**src/rtl/input_router_pkg.sv**
```systemverilog
// input_router_pkg: shared state encoding, precision-mode codes and sizing helper for the input-router controller
// No ports; imported by input_router_ctrl and its sub-modules.
package input_router_pkg;
  typedef enum logic [2:0] {
    ST_IDLE   = 3'd0,
    ST_CLEAR  = 3'd1,
    ST_ISSUE  = 3'd2,
    ST_WAIT   = 3'd3,
    ST_FETCH  = 3'd4,
    ST_STREAM = 3'd5,
    ST_DONE   = 3'd6
  } state_e;
  localparam logic [1:0] PMODE_8B = 2'd0;
  localparam logic [1:0] PMODE_4B = 2'd1;
  localparam logic [1:0] PMODE_2B = 2'd2;
  localparam logic [1:0] PMODE_1B = 2'd3;
  function automatic int row_cnt_w(input int rows);
    return (rows > 1) ? $clog2(rows) : 1;
  endfunction
endpackage

```
**src/rtl/input_router_ctrl_sat_counter.sv**
```systemverilog
// sat_counter: up-counter with synchronous clear that sticks at all-ones instead of wrapping
// Ports:
//   i_clk, i_nrst  clock, asynchronous active-low reset
//   i_clr          clear to zero (wins over i_en)
//   i_en           count enable
//   o_cnt          current count
module sat_counter #(
  parameter int W = 16
) (
  input  logic         i_clk,
  input  logic         i_nrst,
  input  logic         i_clr,
  input  logic         i_en,
  output logic [W-1:0] o_cnt
);
  logic [W-1:0] cnt_q, cnt_d;
  always_comb cnt_d = i_clr ? '0 : (i_en && cnt_q != '1) ? cnt_q + W'(1) : cnt_q;
  always_ff @(posedge i_clk or negedge i_nrst)
    if (!i_nrst) cnt_q <= '0;
    else cnt_q <= cnt_d;
  assign o_cnt = cnt_q;
endmodule

```
**src/rtl/input_router_ctrl.sv**
```systemverilog
// input_router_ctrl: sequencer for one input-router row group (clear, address load, compare, MISO drain)
// Ports:
//   i_clk, i_nrst               clock, asynchronous active-low reset
//   i_start, i_abort            layer-controller start pulse and abort request
//   i_p_mode, i_num_rows        tile config, latched on an accepted start (0 rows means ROWS)
//   i_ag_valid                  address-generator response, one cycle after o_ag_en
//   i_tr_done                   tile reader finished streaming
//   i_addr_empty, i_data_empty  row-group MPP-empty and MISO-empty flags
//   i_stall                     downstream backpressure
//   o_reg_clear, o_ag_en, o_row_id, o_ac_en, o_tr_en, o_miso_pop_en  row-group / AG / TR controls
//   o_p_mode, o_busy, o_done, o_error, o_state                      status and debug
module input_router_ctrl
  import input_router_pkg::*;
#(
  parameter int ROWS       = 4,
  parameter int CNT_W      = 16,
  parameter int AG_TIMEOUT = 64
) (
  input  logic                      i_clk,
  input  logic                      i_nrst,
  input  logic                      i_start,
  input  logic                      i_abort,
  input  logic [1:0]                i_p_mode,
  input  logic [$clog2(ROWS+1)-1:0] i_num_rows,
  input  logic                      i_ag_valid,
  input  logic                      i_tr_done,
  input  logic                      i_addr_empty,
  input  logic                      i_data_empty,
  input  logic                      i_stall,
  output logic                      o_reg_clear,
  output logic                      o_ag_en,
  output logic [ROWS-1:0]           o_row_id,
  output logic                      o_ac_en,
  output logic                      o_tr_en,
  output logic                      o_miso_pop_en,
  output logic [1:0]                o_p_mode,
  output logic                      o_busy,
  output logic                      o_done,
  output logic                      o_error,
  output logic [2:0]                o_state
);
  localparam int NR_W = $clog2(ROWS+1);
  localparam int RW   = row_cnt_w(ROWS);
  state_e          state_q, state_d;
  logic [RW-1:0]   r_q, r_d;
  logic [NR_W-1:0] nr_q, nr_d;
  logic [1:0]      pmode_q, pmode_d;
  logic            err_q, err_d;
  logic            abort_q, abort_d;
  logic            trs_q, trs_d;
  logic [ROWS-1:0] row_id_q, row_id_d;
  logic            clr_q, ag_q, fetch_q, stream_q, busy_q, done_q;
  logic [CNT_W-1:0] wait_cnt, dwell_cnt;
  logic            last_row, tmo, dwell_ok;
  sat_counter #(.W(CNT_W)) u_tmo (
    .i_clk (i_clk),
    .i_nrst(i_nrst),
    .i_clr (state_q != ST_WAIT),
    .i_en  (state_q == ST_WAIT),
    .o_cnt (wait_cnt)
  );
  sat_counter #(.W(CNT_W)) u_dwell (
    .i_clk (i_clk),
    .i_nrst(i_nrst),
    .i_clr (state_q != ST_STREAM),
    .i_en  (state_q == ST_STREAM && !i_stall),
    .o_cnt (dwell_cnt)
  );
  assign last_row = NR_W'(r_q) == nr_q - NR_W'(1);
  // wait_cnt holds the number of WAIT cycles already spent, so this is the last allowed one
  assign tmo      = wait_cnt == CNT_W'(AG_TIMEOUT - 1);
  // dwell_cnt excludes the current cycle; ROWS prior unstalled cycles makes this the ROWS+1th,
  // enough for the staggered pop enables to reach every row
  assign dwell_ok = dwell_cnt >= CNT_W'(ROWS);
  always_comb begin
    state_d = state_q;
    r_d     = r_q;
    nr_d    = nr_q;
    pmode_d = pmode_q;
    err_d   = err_q;
    abort_d = abort_q;
    trs_d   = 1'b0;
    if (i_abort && state_q != ST_IDLE) begin
      state_d = ST_CLEAR;
      abort_d = 1'b1;
    end else begin
      case (state_q)
        ST_IDLE: if (i_start && !i_abort) begin
          state_d = ST_CLEAR;
          pmode_d = i_p_mode;
          nr_d    = (i_num_rows == '0 || int'(i_num_rows) > ROWS) ? NR_W'(ROWS) : i_num_rows;
          err_d   = 1'b0;
          abort_d = 1'b0;
          r_d     = '0;
        end
        ST_CLEAR: state_d = abort_q ? ST_IDLE : ST_ISSUE;
        ST_ISSUE: state_d = ST_WAIT;
        ST_WAIT: if (i_ag_valid) begin
          state_d = last_row ? ST_FETCH : ST_ISSUE;
          r_d     = last_row ? r_q : r_q + RW'(1);
        end else if (tmo) begin
          state_d = ST_DONE;
          err_d   = 1'b1;
        end
        ST_FETCH: begin
          // a tr_done pulse may precede addr_empty, so it is remembered while in FETCH
          trs_d   = trs_q | i_tr_done;
          state_d = (trs_d && i_addr_empty) ? ST_STREAM : ST_FETCH;
        end
        ST_STREAM: state_d = (i_data_empty && dwell_ok && !i_stall) ? ST_DONE : ST_STREAM;
        ST_DONE:   state_d = ST_IDLE;
        default:   state_d = ST_IDLE;
      endcase
    end
    row_id_d = (state_d == ST_ISSUE) ? ROWS'(r_d) : row_id_q;
  end
  always_ff @(posedge i_clk or negedge i_nrst)
    if (!i_nrst) begin
      state_q  <= ST_IDLE;
      r_q      <= '0;
      nr_q     <= '0;
      pmode_q  <= PMODE_8B;
      err_q    <= 1'b0;
      abort_q  <= 1'b0;
      trs_q    <= 1'b0;
      row_id_q <= '0;
      clr_q    <= 1'b0;
      ag_q     <= 1'b0;
      fetch_q  <= 1'b0;
      stream_q <= 1'b0;
      busy_q   <= 1'b0;
      done_q   <= 1'b0;
    end else begin
      state_q  <= state_d;
      r_q      <= r_d;
      nr_q     <= nr_d;
      pmode_q  <= pmode_d;
      err_q    <= err_d;
      abort_q  <= abort_d;
      trs_q    <= trs_d;
      row_id_q <= row_id_d;
      clr_q    <= state_d == ST_CLEAR;
      ag_q     <= state_d == ST_ISSUE;
      fetch_q  <= state_d == ST_FETCH;
      stream_q <= state_d == ST_STREAM;
      busy_q   <= state_d != ST_IDLE;
      done_q   <= state_d == ST_DONE;
    end
  assign o_reg_clear   = clr_q;
  assign o_ag_en       = ag_q;
  assign o_row_id      = row_id_q;
  assign o_ac_en       = fetch_q;
  assign o_tr_en       = fetch_q;
  // stall must gate popping in the same cycle, so only this enable is combinational on an input
  assign o_miso_pop_en = stream_q & ~i_stall;
  assign o_p_mode      = pmode_q;
  assign o_busy        = busy_q;
  assign o_done        = done_q;
  assign o_error       = err_q;
  assign o_state       = state_q;
endmodule

```
**config.mk**
```make
export PLATFORM = sky130hd
export DESIGN_NAME = input_router_ctrl
export DESIGN_NICKNAME = d
export VERILOG_FILES = /design/src/rtl/input_router_pkg.sv /design/src/rtl/input_router_ctrl_sat_counter.sv /design/src/rtl/input_router_ctrl.sv
export SDC_FILE = /design/constraint.sdc
export NUM_CORES = 1
export LEC_CHECK = 0
export CORE_UTILIZATION = 53
export DETAILED_ROUTE_END_ITERATION = 10
export GPL_TIMING_DRIVEN = 0
export PLACE_DENSITY = 0.76
export SLEW_MARGIN = 25
export SYNTH_ARGS = -nofsm -noshare
export SYNTH_HDL_FRONTEND = slang
export SYNTH_SLANG_ARGS = --single-unit
```
**constraint.sdc**
```tcl
create_clock -name i_clk -period 2.65 [get_ports i_clk]
set_input_delay 0.53 -clock i_clk [delete_from_list [all_inputs] [get_ports i_clk]]
set_output_delay 0.53 -clock i_clk [all_outputs]
set_load 0.05 [all_outputs]
```
Yosys cells after proc, flatten, opt, wreduce, memory -nomap -nowiden
Index checks and enable logic that the tools add are counted.
{ "totals": {"out_inout_bits": 17, "inputBits": 14, "elab_cells": 95, "register_bits": 53} }
{ "classes": {"bitwise_logic": 4, "n_lt_le_gt_ge": 2, "n_eq_ne": 19, "addsub": 4, "muxes": 27, "reduce_logical": 23} }
{ "op_table": {"columns": ["operator", "n"], "rows": [
  ["$mux W16", 4],
  ["$add A16 B1 Y16 const B", 2],
  ["$ne A16 B16 Y1 const B", 2],
  ["$mux W3", 6],
  ["$pmux W3 S6", 1],
  ["$eq A16 B6 Y1 const B", 1],
  ["$ge A16 B3 Y1 const B", 1],
  ["$eq A3 B3 Y1 const B", 5],
  ["$mux W2", 6],
  ["$reduce_bool A2 Y1", 5],
  ["$eq A3 B2 Y1 const B", 3],
  ["$logic_and A1 B1 Y1", 8],
  ["$mux W1", 8],
  ["$eq A3 B1 Y1 const B", 2],
  ["$logic_not A3 Y1", 2],
  ["$ne A2 B2 Y1 const B", 3],
  ["$reduce_bool A3 Y1", 2],
  ["$reduce_and A5 Y1", 1],
  ["$pmux W2 S2", 1],
  ["$eq A2 B3 Y1", 1],
  ["$gt A3 B3 Y1 const B", 1],
  ["$ne A3 B2 Y1 const B", 1],
  ["$ne A3 B3 Y1 const B", 1],
  ["$reduce_and A3 Y1", 1],
  ["9 further kinds", 11]
]} }

Depth between registers and ports, before layout
{ "depth": {"depth_word": 7, "mapped_depth": 8} }

Modules after synthesis
A second synthesis with hierarchy kept.
{ "hier_totals": {"cells_unflattened": 305, "area_unflattened_um2": 3037.9} }
{ "modules_own_cells": {"columns": ["module", "n_inst", "area_per_inst_um2", "cells_per_inst", "seq_area_each_um2"], "rows": [
  ["sat_counter", 2, 942.2, 98, 400.4],
  ["input_router_ctrl", 1, 1153.6, 109, 525.5]
]} }

Least setup slack after synthesis
No wires, ideal clock.
{ "synth_timing": {"kind": "register -> register", "startpoint": "reg state_q[0], in the netlist o_state[0]", "endpoint": "reg row_id_q[0], in the netlist o_row_id[0]", "stages_incl_launch_ff": 9, "period_less_slack_ps": 2126, "path_slack_ps": 524, "t_arrival_ps": 2001, "n_path_buf": 2, "path_cell_list": "dfrtp_1 -> buf_2 -> nand2_1 -> or2_2 -> buf_2 -> nor2_1 -> a21oi_1 -> nand3_1 -> mux2_2"} }
{ "synth_between": {"elab_chain_len": 5} }
{ "synth_rtl": {"columns": ["element", "line_no", "text"], "rows": [
  ["start: declaration", "input_router_ctrl.sv:44", "state_e state_q, state_d;"],
  ["start signal: assignment", "input_router_ctrl.sv:134", "state_q <= state_d;"],
  ["$mux W3", "input_router_ctrl.sv:101", "end else if (tmo) begin"],
  ["$mux W3", "input_router_ctrl.sv:98", "ST_WAIT: if (i_ag_valid) begin"],
  ["$pmux W3 S6", "input_router_ctrl.sv:87", "case (state_q)"],
  ["$mux W3", "input_router_ctrl.sv:83", "if (i_abort && state_q != ST_IDLE) begin"],
  ["$eq A3 B2 Y1", "input_router_ctrl.sv:115", "row_id_d = (state_d == ST_ISSUE) ? ROWS'(r_d) : row_id_q;"],
  ["end signal: assignment", "input_router_ctrl.sv:141", "row_id_q <= row_id_d;"],
  ["end: declaration", "input_router_ctrl.sv:51", "logic [ROWS-1:0] row_id_q, row_id_d;"]
]} }
Parallel ways exist; a longest one is shown, timed or not.
A chain may end at the register's enable or synchronous reset.

Final worst setup path
{ "layout_timing": {"startpoint": "in i_stall", "endpoint": "out o_miso_pop_en"} }
{ "layout_between": {"elab_chain_len": 2} }
{ "layout_rtl": {"columns": ["element", "line_no", "text"], "rows": [
  ["start: declaration", "input_router_ctrl.sv:29", "input logic i_stall,"],
  ["$not A1 Y1", "input_router_ctrl.sv:155", "assign o_miso_pop_en = stream_q & ~i_stall;"],
  ["$and A1 B1 Y1", "input_router_ctrl.sv:155", null],
  ["end: declaration", "input_router_ctrl.sv:35", "output logic o_miso_pop_en,"]
]} }
No other way between the ends.

==> impl_results.md <==
- H-tree depth: 2
- Register area share after synthesis: 48.9%
- IO Pins: 31
- Final WS setup: 89.1 ps
- Slew @ Worst Pin: 656 ps
- Ant diodes: 0
- WL met2: 2420 um
- Net Sw Frac: 34.1%
- Crit path DAT: 2030 ps
- Leakage power total: 0.00134 uW
- Setup Viol. Count Final: 0
- Synth async-reset ratio: 100%
- Rel. slew slack: 56.3%
- Maximum buffer depth of the clock tree: 2
- Core Area: 4820 um2
- Cell variety after synth: 46
- FP Rows: 25
- Final Skew: 4.65 ps
- RSZ-0062 raised after global routing: false
- Synth Instances: 282
- Final RePlAce weighted congestion: 0.837
- Share of layout cells above drive strength 1: 10.1%
- First-pass GRT wire length: 8670 um
- WL met1: 2420 um
- Vias: 2076
- Initial DRC Count: 105
- Max Clk Rate: 390 MHz
- Cell Area, Synth: 2710 um2
- Port Buffer Count: 27
- Area grow syn2layout: 18.0%
- Gr ovfl total: 0
- Root Driver: clkbuf_8
- Clock Latency Late Sink: 310 ps
- Die area: 5410 um2
- Vias in the first global route: 1990
- Power share of the combinational group: 31.6%
- Cts repair resizes: 0
- Clock share of power: 27.2%
- Seq pwr share: 41.2%
- Initial antenna violation count: 0
- Final ANT Viol Nets: 0
- Clk slew on worst S/H paths: 100 ps
- Global Route Usage Sum: 21.1%
- Nets@finish: 336
- Vias/cell: 5.39
- Hold_buf cts: 0
- Top_reg_cell synth: dfrtp_1
- Hold Worst Slack: 244 ps
- CTS tree: done
- Worst endpoint required time: 2120 ps
- Clk sinks: 53
- Total length of routed met3 wires: 145 um
- Total CTS buffers: 5
- Sw power: 807 uW
- Worst hold path class: in -> async
- Largest net degree at the start of global routing: 54
- #FFs+latches synth: 53
- Die Wd: 73.5 um
- Post-route DRC violation count: 0
- Post-CTS setup repair buffer count: 0
- Pre-Repair DR Iteration Count: 4
- Syn avg cell area: 9.61 um2
- Routed Wire Length: 5060 um
- Status: completed
- Pre-CTS setup slack: 97.1 ps
- Per-cell routed wire length: 13.1 um
- Tcrit/Tclk final: 96.6%
- Die Ht: 73.5 um
- Worst vdd ir: 0.621 mV
- Internal power: 1560 uW
- Max-slew violations: 0
- EDFF count, synth: 0
- Critical Path Start Type: input pin
- Crit end category: output port
- Ys Warns: 0
- DR top layer: met4
- Post-layout util: 66.4%
- Crit path time final: 2560 ps
- Critical path type: in -> out
- CP max FO: 7
- Power Density: 740 nW/um2
- Final hold viol count: 0
- Max-Cap Viols: 0
- Initial core utilization: 56.3%
- HPWL Detailed: 3500 um
==> layer usage <==
layer / GRT usage, % / vias to the layer above
met4: 7.91 / 0
met1: 26.5 / 1004
met5: 0 / -
met3: 3.98 / 7
met2: 36.1 / 30
li1: - / 1035
==> cell families after synthesis <==
kind of cell / after synthesis / share of synthesized area (%)
compound gates: 38 / 9.46
flops: 53 / 48.9
mux: 6 / 2.40
other cells: 1 / 0.138
simple gates: 132 / 25.0
fa+ha+maj: 5 / 2.31
buf+inv: 22 / 3.74
xor+xnor: 25 / 8.08
==> synth_stat cells, drive strengths merged (2+ instances only) <==
master | n | share of area (%)
a211oi | 3 | 0.83
a21oi | 10 | 1.8
a31oi | 3 | 0.69
and2 | 4 | 0.92
and3 | 4 | 1.2
and4 | 3 | 1.1
buf | 8 | 1.8
clkbuf | 3 | 0.46
dfrtp | 53 | 49
ha | 5 | 2.3
inv | 11 | 1.5
mux2 | 4 | 1.7
mux2i | 2 | 0.74
nand2 | 19 | 2.7
nand2b | 8 | 1.8
nand3 | 13 | 2.4
nand4 | 6 | 1.4
nor2 | 42 | 5.8
nor2b | 6 | 1.4
nor3 | 9 | 1.7
nor3b | 2 | 0.74
nor4 | 8 | 1.8
o211ai | 3 | 0.83
o21ai | 11 | 2.0
o32ai | 2 | 1.3
or2 | 4 | 0.92
or3 | 2 | 0.46
xnor2 | 13 | 4.2
xor2 | 12 | 3.9
==> placed cells by master, fill, tap and decap left out, types with 4 or more instances in the layout <==
cell type,count
nor3_1,9
buf_4,4
nand2_1,18
o21ai_0,11
nand3_1,13
clkbuf_8,5
nor2b_1,6
inv_1,11
nor4_1,8
a21oi_1,10
clkdlybuf4s50_1,26
mux2_2,4
xnor2_1,13
nor2_1,42
ha_1,5
or2_2,4
nand4_1,6
xor2_1,12
and2_1,4
nand2b_1,8
dfrtp_1,53
buf_2,5
==> worst max-delay path, cell delays in order <==
cell	delay [ps]
clkdlybuf4s50_1	530
nor2b_1	160
clkdlybuf4s50_1	810
==> state kept, by name, indices dropped and copies added (netlist names) <==
| signal | flops |
|---|---|
| abort_q | 1 |
| nr_q | 3 |
| o_ac_en | 1 |
| o_ag_en | 1 |
| o_busy | 1 |
| o_done | 1 |
| o_error | 1 |
| o_p_mode | 2 |
| o_reg_clear | 1 |
| o_row_id | 2 |
| o_state | 3 |
| r_q | 2 |
| stream_q | 1 |
| trs_q | 1 |
| u_dwell.o_cnt | 16 |
| u_tmo.o_cnt | 16 |
==> area by class of cell <==
type                            instances  area [um2]
Buffer                                 11        60.1
Clock buffer                            5        68.8
Clock inverter                          3        65.1
Fill cell                             401        1620
Inverter                               11        41.3
Multi-Input combinational cell        208        1290
Sequential cell                        53        1330
Tap cell                               67        83.8
Timing Repair Buffer                   27         268
==> path summary, 6_finish.rpt <==
| check | end | slack, ps | cells after the start | startpoint |
|---|---|---|---|---|
| setup / recovery | o_miso_pop_en | 90 | 3 | i_stall |
| hold / removal | o_done | 240 | 1 | i_nrst |
| setup reg to reg | o_row_id[1] | 530 | 8 | nr_q[0] |
| hold reg to reg | nr_q[1] | 490 | 2 | nr_q[1] |
| max in group asynchronous | u_tmo.o_cnt[6] | 1970 | 1 | i_nrst |
| min in group i_clk | nr_q[1] | 490 | 2 | nr_q[1] |
==> metrics by stage <==
| stage | std cells | power [uW] | cell area, um2 | TNS [ps] |
|---|---|---|---|---|
| 6_report | 385 | 2370 | 3200 | 0 |
| 5_1_grt | 385 | 2480 | 3200 | 0 |
| 4_1_cts | 385 | 2380 | 3200 | 0 |
| 3_5_place_dp | 377 | 1730 | 3070 | 0 |
| 3_3_place_gp | 377 | 1720 | 3070 | -24840 |
| 2_1_floorplan | 283 | 1500 | 2720 | 0 |
==> power by group through the flow <==
stage          sequential [uW]  clock, uW  combinational, uW
6_report                   975        644                749
4_1_cts                    975        655                755
2_1_floorplan             1190          0                319
3_3_place_gp               985          0                733
5_1_grt                    986        684                807
3_5_place_dp               985          0                746
(Power assumes the default switching activity.)
